==> src/rtl/decode_regfile_if.sv <==
`default_nettype none
// ============================================================================
// Module   : decode_regfile_if
// Purpose  : Bundles the decode-stage register-file signals: source indices
//            and read data, hazard qualifiers from EX, the writeback bus,
//            and the stall/bubble/performance-counter outputs.
// Modports : master - pipeline side (drives indices, writeback, EX info)
//            slave  - decode_regfile side
// Revision : 1.0 - initial release
// ============================================================================
interface decode_regfile_if #(
  parameter int XLEN  = 32,
  parameter int NREGS = 32,
  parameter int CNT_W = 32
);
  localparam int AW = $clog2(NREGS);

  logic [AW-1:0]   rs1_addr_id;
  logic [AW-1:0]   rs2_addr_id;
  logic            uses_rs1_id;
  logic            uses_rs2_id;
  logic [AW-1:0]   rd_ex;
  logic            load_ex;
  logic            wb_we;
  logic [AW-1:0]   wb_rd;
  logic [XLEN-1:0] wb_data;
  logic [XLEN-1:0] rs1_data_id;
  logic [XLEN-1:0] rs2_data_id;
  logic            stall_if_id;
  logic            bubble_id_ex;
  logic [CNT_W-1:0] stall_count;

  modport master (
    output rs1_addr_id, rs2_addr_id, uses_rs1_id, uses_rs2_id,
    output rd_ex, load_ex, wb_we, wb_rd, wb_data,
    input  rs1_data_id, rs2_data_id, stall_if_id, bubble_id_ex, stall_count
  );

  modport slave (
    input  rs1_addr_id, rs2_addr_id, uses_rs1_id, uses_rs2_id,
    input  rd_ex, load_ex, wb_we, wb_rd, wb_data,
    output rs1_data_id, rs2_data_id, stall_if_id, bubble_id_ex, stall_count
  );
endinterface
`default_nettype wire

==> src/rtl/decode_regfile.sv <==
`default_nettype none
// ============================================================================
// Module   : decode_regfile
// Purpose  : Decode-stage register file with write-first bypass from
//            writeback, plus the load-use hazard detector that stalls
//            PC/IF-ID and bubbles ID/EX for one cycle. A saturating counter
//            tallies stall cycles.
// Ports    : clk   - rising-edge clock
//            rst_n - asynchronous active-low reset
//            bus   - decode_regfile_if.slave (read ports, writeback bus,
//                    EX hazard inputs, stall/bubble/stall_count outputs)
// Revision : 1.0 - initial release
// ============================================================================
module decode_regfile #(
  parameter int XLEN  = 32,
  parameter int NREGS = 32,
  parameter int CNT_W = 32
) (
  input  wire logic        clk,
  input  wire logic        rst_n,
  decode_regfile_if.slave  bus
);
  localparam int AW = $clog2(NREGS);

  logic [XLEN-1:0]  regs [NREGS];
  logic [CNT_W-1:0] stall_count_q;
  logic             hazard;
  logic             rs1_bypass;
  logic             rs2_bypass;

  // Entry 0 is only ever written by reset, so it stays zero; the read muxes
  // also force index 0 to zero explicitly.
  always_ff @(posedge clk or negedge rst_n) begin
    if (!rst_n) begin
      for (int i = 0; i < NREGS; i++) begin
        regs[i] <= '0;
      end
    end else if (bus.wb_we && (bus.wb_rd != '0)) begin
      regs[bus.wb_rd] <= bus.wb_data;
    end
  end

  // Write-first bypass; disabled while in reset so reads return the
  // (cleared) stored contents.
  assign rs1_bypass = rst_n && bus.wb_we && (bus.wb_rd == bus.rs1_addr_id)
                      && (bus.rs1_addr_id != '0);
  assign rs2_bypass = rst_n && bus.wb_we && (bus.wb_rd == bus.rs2_addr_id)
                      && (bus.rs2_addr_id != '0);

  assign bus.rs1_data_id = rs1_bypass                  ? bus.wb_data :
                           (bus.rs1_addr_id == AW'(0)) ? '0 : regs[bus.rs1_addr_id];
  assign bus.rs2_data_id = rs2_bypass                  ? bus.wb_data :
                           (bus.rs2_addr_id == AW'(0)) ? '0 : regs[bus.rs2_addr_id];

  // Only loads need a stall; ALU results reach ID/EX consumers through
  // EX forwarding. The uses_* qualifiers keep immediate-form fields that
  // happen to alias rd_ex from causing false stalls.
  assign hazard = bus.load_ex && (bus.rd_ex != '0) &&
                  ((bus.uses_rs1_id && (bus.rd_ex == bus.rs1_addr_id)) ||
                   (bus.uses_rs2_id && (bus.rd_ex == bus.rs2_addr_id)));

  assign bus.stall_if_id  = hazard;
  assign bus.bubble_id_ex = hazard;

  // Saturating stall-cycle counter.
  always_ff @(posedge clk or negedge rst_n) begin
    if (!rst_n) begin
      stall_count_q <= '0;
    end else if (hazard && (stall_count_q != '1)) begin
      stall_count_q <= stall_count_q + CNT_W'(1);
    end
  end

  assign bus.stall_count = stall_count_q;

endmodule
`default_nettype wire

==> src/flat_wrapper.sv <==
// flat-port wrapper written by rule: the top's interface ports become plain ports
module decode_regfile_flat 
#(
  parameter int XLEN  = 32,
  parameter int NREGS = 32,
  parameter int CNT_W = 32
)
  (clk, rst_n, bus_rs1_addr_id, bus_rs2_addr_id, bus_uses_rs1_id, bus_uses_rs2_id, bus_rd_ex, bus_load_ex, bus_wb_we, bus_wb_rd, bus_wb_data, bus_rs1_data_id, bus_rs2_data_id, bus_stall_if_id, bus_bubble_id_ex, bus_stall_count);
  decode_regfile_if #(.XLEN(XLEN), .NREGS(NREGS), .CNT_W(CNT_W)) bus_i ();
  input  wire logic clk;
  input  wire logic rst_n;
  input wire logic [$bits(bus_i.rs1_addr_id)-1:0] bus_rs1_addr_id;
  input wire logic [$bits(bus_i.rs2_addr_id)-1:0] bus_rs2_addr_id;
  input wire logic [$bits(bus_i.uses_rs1_id)-1:0] bus_uses_rs1_id;
  input wire logic [$bits(bus_i.uses_rs2_id)-1:0] bus_uses_rs2_id;
  input wire logic [$bits(bus_i.rd_ex)-1:0] bus_rd_ex;
  input wire logic [$bits(bus_i.load_ex)-1:0] bus_load_ex;
  input wire logic [$bits(bus_i.wb_we)-1:0] bus_wb_we;
  input wire logic [$bits(bus_i.wb_rd)-1:0] bus_wb_rd;
  input wire logic [$bits(bus_i.wb_data)-1:0] bus_wb_data;
  output wire logic [$bits(bus_i.rs1_data_id)-1:0] bus_rs1_data_id;
  output wire logic [$bits(bus_i.rs2_data_id)-1:0] bus_rs2_data_id;
  output wire logic [$bits(bus_i.stall_if_id)-1:0] bus_stall_if_id;
  output wire logic [$bits(bus_i.bubble_id_ex)-1:0] bus_bubble_id_ex;
  output wire logic [$bits(bus_i.stall_count)-1:0] bus_stall_count;
  assign bus_i.rs1_addr_id = bus_rs1_addr_id;
  assign bus_i.rs2_addr_id = bus_rs2_addr_id;
  assign bus_i.uses_rs1_id = bus_uses_rs1_id;
  assign bus_i.uses_rs2_id = bus_uses_rs2_id;
  assign bus_i.rd_ex = bus_rd_ex;
  assign bus_i.load_ex = bus_load_ex;
  assign bus_i.wb_we = bus_wb_we;
  assign bus_i.wb_rd = bus_wb_rd;
  assign bus_i.wb_data = bus_wb_data;
  assign bus_rs1_data_id = bus_i.rs1_data_id;
  assign bus_rs2_data_id = bus_i.rs2_data_id;
  assign bus_stall_if_id = bus_i.stall_if_id;
  assign bus_bubble_id_ex = bus_i.bubble_id_ex;
  assign bus_stall_count = bus_i.stall_count;
  decode_regfile #(.XLEN(XLEN), .NREGS(NREGS), .CNT_W(CNT_W)) u_core (.clk(clk), .rst_n(rst_n), .bus(bus_i));
endmodule
==> config.mk <==
export PLATFORM = sky130hd
export DESIGN_NAME = decode_regfile_flat
export DESIGN_NICKNAME = d
export VERILOG_FILES = /design/src/rtl/decode_regfile_if.sv /design/src/rtl/decode_regfile.sv /design/src/flat_wrapper.sv
export SDC_FILE = /design/constraint.sdc
export NUM_CORES = 2
export LEC_CHECK = 0
export CORE_MARGIN = 2
export CORE_UTILIZATION = 40
export DETAILED_ROUTE_END_ITERATION = 10
export HOLD_SLACK_MARGIN = 0.03
export PLACE_DENSITY = 0.67
export SLEW_MARGIN = 10
export SYNTH_ARGS = -nofsm -noshare
export SYNTH_HDL_FRONTEND = slang
export SYNTH_SLANG_ARGS = --single-unit
==> constraint.sdc <==
create_clock -name clk -period 4 [get_ports clk]
set_input_delay 0.8 -clock clk [delete_from_list [all_inputs] [get_ports clk]]
set_output_delay 0.8 -clock clk [all_outputs]
set_load 0.01 [all_outputs]
---- Yosys cells after proc, flatten, opt, wreduce, memory -nomap -nowiden ----
Index checks and enable logic that the tools add are counted.
word-level totals
  register bits ........................... 1,056
  latch bits .............................. 0
  bits in writable memories ............... 0
  bits in read-only memories .............. 0
  input bits .............................. 58
  output and inout bits ................... 98
  memories kept ........................... 0
operators by class
  $add $sub $neg .......................... 1
  $mul .................................... 0
  div/mod/pow operators ................... 0
  order comparisons ....................... 4
  equality and inequality tests ........... 5
  shift-type cells ........................ 0
  multiplexer cells ....................... 13
  bitwise operators ....................... 3
  reduce and logical (&&, ||, !) cells .... 19
operators by type and width
  kind                                                         count
  bitwise mux 1024 bit                                         1
  binary-select mux 32 bit (select 5 bit)                      2
  two-way mux 32 bit                                           9
  demux 32 bit (select 5 bit)                                  1
  adder 32 x 1 -> 32 bit (second input constant)               1
  inequality test 32 bit (second input constant)               1
  equality test 5 bit                                          4
  nonzero test 5 bit                                           4
  >= comparator 6 bit (second input constant)                  3
  NOT 5 -> 6 bit                                               3
  logical AND 1 bit                                            12
  logical NOT 5 bit                                            2
  less-than comparator 6 x 1 -> 1 bit (second input constant)  1
  logical OR 1 bit                                             1

---- Logic depth before layout (Yosys ltp) ----
  word-level depth ........................ 6
  gate-level depth with buffers ........... 10
  mapped depth without buffers ............ 7

---- Worst setup path after synthesis ----
No wires, ideal clock.
  path kind ............................... input port to output port
  start ................................... input port bus_rs2_addr_id[0]
  end ..................................... output port bus_rs2_data_id[10]
  arrival time ............................ 2.420 ns
  slack ................................... 0.780 ns
  stages on the path ...................... 7
  path buffers ............................ 3
  cells stage by stage .................... buf_2 -> buf_6 -> buf_2 -> mux4_2 -> a21oi_1 -> o21ai_0 -> a32o_1
between the ends
  cells in the longest elaborated chain, start to end .. 6
  elaborated cells between the ends (all ways) .. 11
  those cells by class .................... eq/ne: 1; mux: 5; bitwise: 1; reduce/logical: 4
ends and longest elaborated chain
  item                                                   RTL line              RTL
  start, declared                                        flat_wrapper.sv:13    input wire logic [$bits(bus_i.rs2_addr_id)-1:0] bus_rs2_addr_id;
  NOT 5 -> 6 bit (not written as such)                   decode_regfile.sv:53  (bus.rs2_addr_id == AW'(0)) ? '0 : regs[bus.rs2_addr_id];
  binary-select mux 32 bit (select 5 bit)                decode_regfile.sv:53
  two-way mux 32 bit (not written as such) (2 in a row)  decode_regfile.sv:53
  two-way mux 32 bit                                     decode_regfile.sv:53
  two-way mux 32 bit (*)                                 decode_regfile.sv:52  assign bus.rs2_data_id = rs2_bypass ? bus.wb_data :
  end, declared                                          flat_wrapper.sv:22    output wire logic [$bits(bus_i.rs2_data_id)-1:0] bus_rs2_data_id;
Every way passes the cells marked *; elsewhere a longest branch is shown, timed or not. The select of a mux whose other input is x is not followed.

---- Worst setup path after layout ----
  start ................................... input port bus_wb_rd[3]
  end ..................................... output port bus_rs1_data_id[16]
between the ends
  cells in the longest elaborated chain, start to end .. 4
ends and longest elaborated chain
  item                 RTL line              RTL
  start, declared      flat_wrapper.sv:19    input wire logic [$bits(bus_i.wb_rd)-1:0] bus_wb_rd;
  equality test 5 bit  decode_regfile.sv:45  assign rs1_bypass = rst_n && bus.wb_we && (bus.wb_rd == bus.rs1_addr_id)
  logical AND 1 bit    decode_regfile.sv:45
  logical AND 1 bit    decode_regfile.sv:46  && (bus.rs1_addr_id != '0);
  two-way mux 32 bit   decode_regfile.sv:50  assign bus.rs1_data_id = rs1_bypass ? bus.wb_data :
  end, declared        flat_wrapper.sv:21    output wire logic [$bits(bus_i.rs1_data_id)-1:0] bus_rs1_data_id;
No other way between the ends.

==> qor.txt <==
clk slew on worst S/H paths: 0.06 ns
Reg2Reg Setup Slack: 1.53 ns
Critical Path End: bus_rs1_data_id[16]
post-synth net total: 4224
DP Area: 62700 sq um
sw frac: 0.278
most frequent CP cell: buf_4
largest net degree at the start of global routing: 164
Layout area overhead: 17.0%
sequential share of power: 0.452
Post-synth EDFFs: 0
Final Net Count: 4393
final period utilization: 0.976
Net Switching: 8710 uW
clk root buf: clkbuf_16
Yosys reg bits: 1056
design area: 66600 sq um
Cell Pwr Density: 470 nW/um^2
Crit-path slowest cell: nor4_2
sequential area share after synthesis: 0.464
Crit Path Class: input pin to output port
Fin Clk Skew: 0.00924 ns
WP data arrival: 3.10 ns
Clk pwr share: 0.342
Remaining DRCs: 0
row count: 138
Initial Util: 0.402
die width: 381 microns
Overall Global Routing Usage: 0.266
Pleak: 0.0292 uW
number of I/O port buffers: 155
total number of yosys warnings: 0
Synth Flop Type: dfrtp_1
CP Max Fanout: 5
Ant. Diodes: 0
status: complete, no violations
Crit path largest cell delay: 0.34 ns
worst reg2reg endpoint: u_core.bus.stall_count[1]$_DFFE_PN0P_
worst path buffer plus inverter count: 7
share of cells above drive strength 1: 0.454
R2R Path Start: u_core.bus.stall_count[0]$_DFFE_PN0P_
initial drt markers: 4253
CTS tree: built
CTS Sinks: 1056
first-pass GRT wire length: 286000 microns
startpoint type of the worst setup path: input pin
vias: 40400
Syn Inst Count: 4165
DP Wirelength: 118000 microns
Max VDD drop: 337 uV
Max-Cap Viols: 0
Post-CTS Hold Fix Bufs: 0
vias per cell: 6.40
drt total wl: 195000 microns
ANT nets after route: 0
Int Power: 22600 uW
# setup viols final: 0
Synth async-reset ratio: 1.00
Placer Congestion: 0.846
fmax: 0.256 GHz
die extent in y: 381 microns
crit-path leading delay family: buffers and inverters
syn avg cell area: 13.7 sq um
Num CTS Buffers: 110
combinational share of power: 0.206
final max-slew violation count: 0
total gr overflow: 0
H-tree levels: 3
Critical Path, Cell by Cell: dlygate4sd2_1, xor2_1, nor4_2, buf_4, nand4_1, buf_4, nor2_4, buf_12, buf_4, buf_12, a32o_2, buf_2
Avg WL per Cell: 30.9 microns
Ports: 156
Req. time, crit path: 3.20 ns
length of the first detailed-routing pass in iterations: 6
worst setup path start: bus_wb_rd[3]
HP Class: input pin to async pin
Max clock buf depth: 3
Worst R2R Path Depth: 6
instance count on the critical path: 12
initial antenna violation count: 2
fin crit period: 3.90 ns
vias in the first global route: 40100
unrepaired setup endpoints after global routing: no
Slew @ Worst Pin: 1.06 ns
max_slew headroom: 0.294
die area: 145000 sq um
clk_lat worst skew: 0.75 ns
CP Capture Type: output port
final core occ: 0.471
Core Footprint: 141000 sq um
synth unique cells: 47
synthesized area: 56900 sq um
Fin Setup TNS: 0 ns
Final Hold Viols: 0
-- worst min path at each step --
stage                                  start                                      to  slack [ns]  depth (start not counted)
2_1_floorplan  u_core.regs[1001]$_DFFE_PN0P_           u_core.regs[1001]$_DFFE_PN0P_        0.44                          1
3_3_place_gp   u_core.regs[1012]$_DFFE_PN0P_           u_core.regs[1012]$_DFFE_PN0P_        0.38                          0
3_5_place_dp   u_core.regs[1016]$_DFFE_PN0P_           u_core.regs[1016]$_DFFE_PN0P_        0.38                          0
4_1_cts                                rst_n            u_core.regs[493]$_DFFE_PN0P_        0.12                          2
5_1_grt                                rst_n            u_core.regs[459]$_DFFE_PN0P_        0.17                          2
6_report                               rst_n  u_core.bus.stall_count[31]$_DFFE_PN0P_        0.13                          2
-- logic make-up (layout without fill, tap and decap cells) --
| kind of cell | after synthesis | after routing | share of synthesized area |
|---|---|---|---|
| compound gates | 564 | 564 | 0.0636 |
| xor+xnor | 51 | 51 | 0.00785 |
| flops | 1056 | 1056 | 0.464 |
| fa+ha+maj | 1 | 1 | 0.000220 |
| simple gates | 263 | 263 | 0.0231 |
| mux | 1760 | 1760 | 0.403 |
| buf+inv | 470 | 727 | 0.0378 |
-- registers in the layout (all words and copies together), names as in the netlist --
name and flops:
u_core.regs 1024, u_core.bus.stall_count 32
-- through the flow --
step	hold WS, ns	worst slack [ns]	total power (uW)	cells
finish	0.126	0.0967	31300	6312
detailed placement	0.385	-0.311	20700	6091
global placement	0.379	-0.307	20400	6091
CTS	0.116	-0.191	31400	6305
floorplan	0.441	0.780	18400	4165
global route	0.169	0.0623	32600	6312
-- layout by cell type, fill, tap and decap left out, types with 6 or more instances in the layout --
cell type	synthesis	routed
a211oi_1	55	55
a21oi_1	45	45
a31oi_1	16	16
a32o_1	64	49
a32o_2	0	15
and3_1	9	9
buf_12	0	95
buf_2	151	9
buf_4	25	275
buf_8	0	6
bufinv_16	0	10
clkbuf_1	222	29
clkbuf_16	0	111
clkbuf_8	0	24
clkdlybuf4s15_1	0	7
clkdlybuf4s50_1	0	75
clkinv_2	0	15
dfrtp_1	1056	1056
dlygate4sd2_1	0	39
dlymetal6s2s_1	0	9
mux2_1	9	9
mux2_2	1048	1048
mux2i_1	383	383
mux4_2	320	320
nand2_1	104	85
nand2_2	0	19
nand3_1	24	24
nand4_1	22	22
nor2_1	30	16
nor2_4	0	18
nor2b_4	0	6
nor3_1	18	18
o21ai_0	202	201
o21ai_1	56	57
o221ai_1	60	60
o22ai_1	62	62
or3_1	11	9
xnor2_1	27	27
xor2_1	24	24
-- power by group through the flow --
stage	Sequential, uW	Clock, uW	Combinational (uW)
2_1_floorplan	13800	0	4580
3_3_place_gp	14100	0	6310
3_5_place_dp	14300	0	6450
4_1_cts	14100	10800	6420
5_1_grt	14400	11300	6880
6_report	14200	10700	6440
-- synth_stat cells, types with 4 or more instances --
library cell | count | area, sq um
a211oi_1 | 55 | 413
a21oi_1 | 45 | 225
a31oi_1 | 16 | 100
a32o_1 | 64 | 641
and3_1 | 9 | 56.3
buf_1 | 55 | 206
buf_2 | 151 | 756
buf_4 | 25 | 188
buf_6 | 14 | 158
clkbuf_1 | 222 | 833
dfrtp_1 | 1056 | 26400
mux2_1 | 9 | 101
mux2_2 | 1048 | 11800
mux2i_1 | 383 | 3830
mux4_2 | 320 | 7210
nand2_1 | 104 | 390
nand2b_1 | 5 | 31.3
nand3_1 | 24 | 120
nand3b_1 | 5 | 37.5
nand4_1 | 22 | 138
nor2_1 | 30 | 113
nor2_2 | 4 | 25.0
nor2b_1 | 6 | 37.5
nor3_1 | 18 | 90.1
nor3_2 | 4 | 40.0
nor3b_1 | 4 | 30.0
nor4_1 | 7 | 43.8
o21ai_0 | 202 | 1010
o21ai_1 | 56 | 280
o221ai_1 | 60 | 526
o22ai_1 | 62 | 388
or3_1 | 11 | 68.8
xnor2_1 | 27 | 236
xor2_1 | 24 | 210
-- metal layers --
metal  up-vias  share of wire  global-route usage
met4         4          0.043               0.112
met5         -        0.00017                   0
met2      2134           0.45               0.404
met3       445          0.088              0.0525
li1      16200              -                   -
met1     21600           0.42               0.373
-- timing repair --
item | CTS | global route
gates resized for setup | 116 | 19
pin swaps | 7 | 4
endpoints found under the setup margin | 63 | 54
buffers inserted | 14 | 8
-- final cells by class --
cell class | instances | area (sq um)
clock buffer | 164 | 3220
clock inverter | 36 | 507
fill | 12300 | 74800
inverter | 3 | 11.3
multi-input combinational | 2639 | 28600
sequential | 1056 | 26400
tap | 1890 | 2360
timing repair buffer | 524 | 5480
Power figures use the tool's default switching activity.
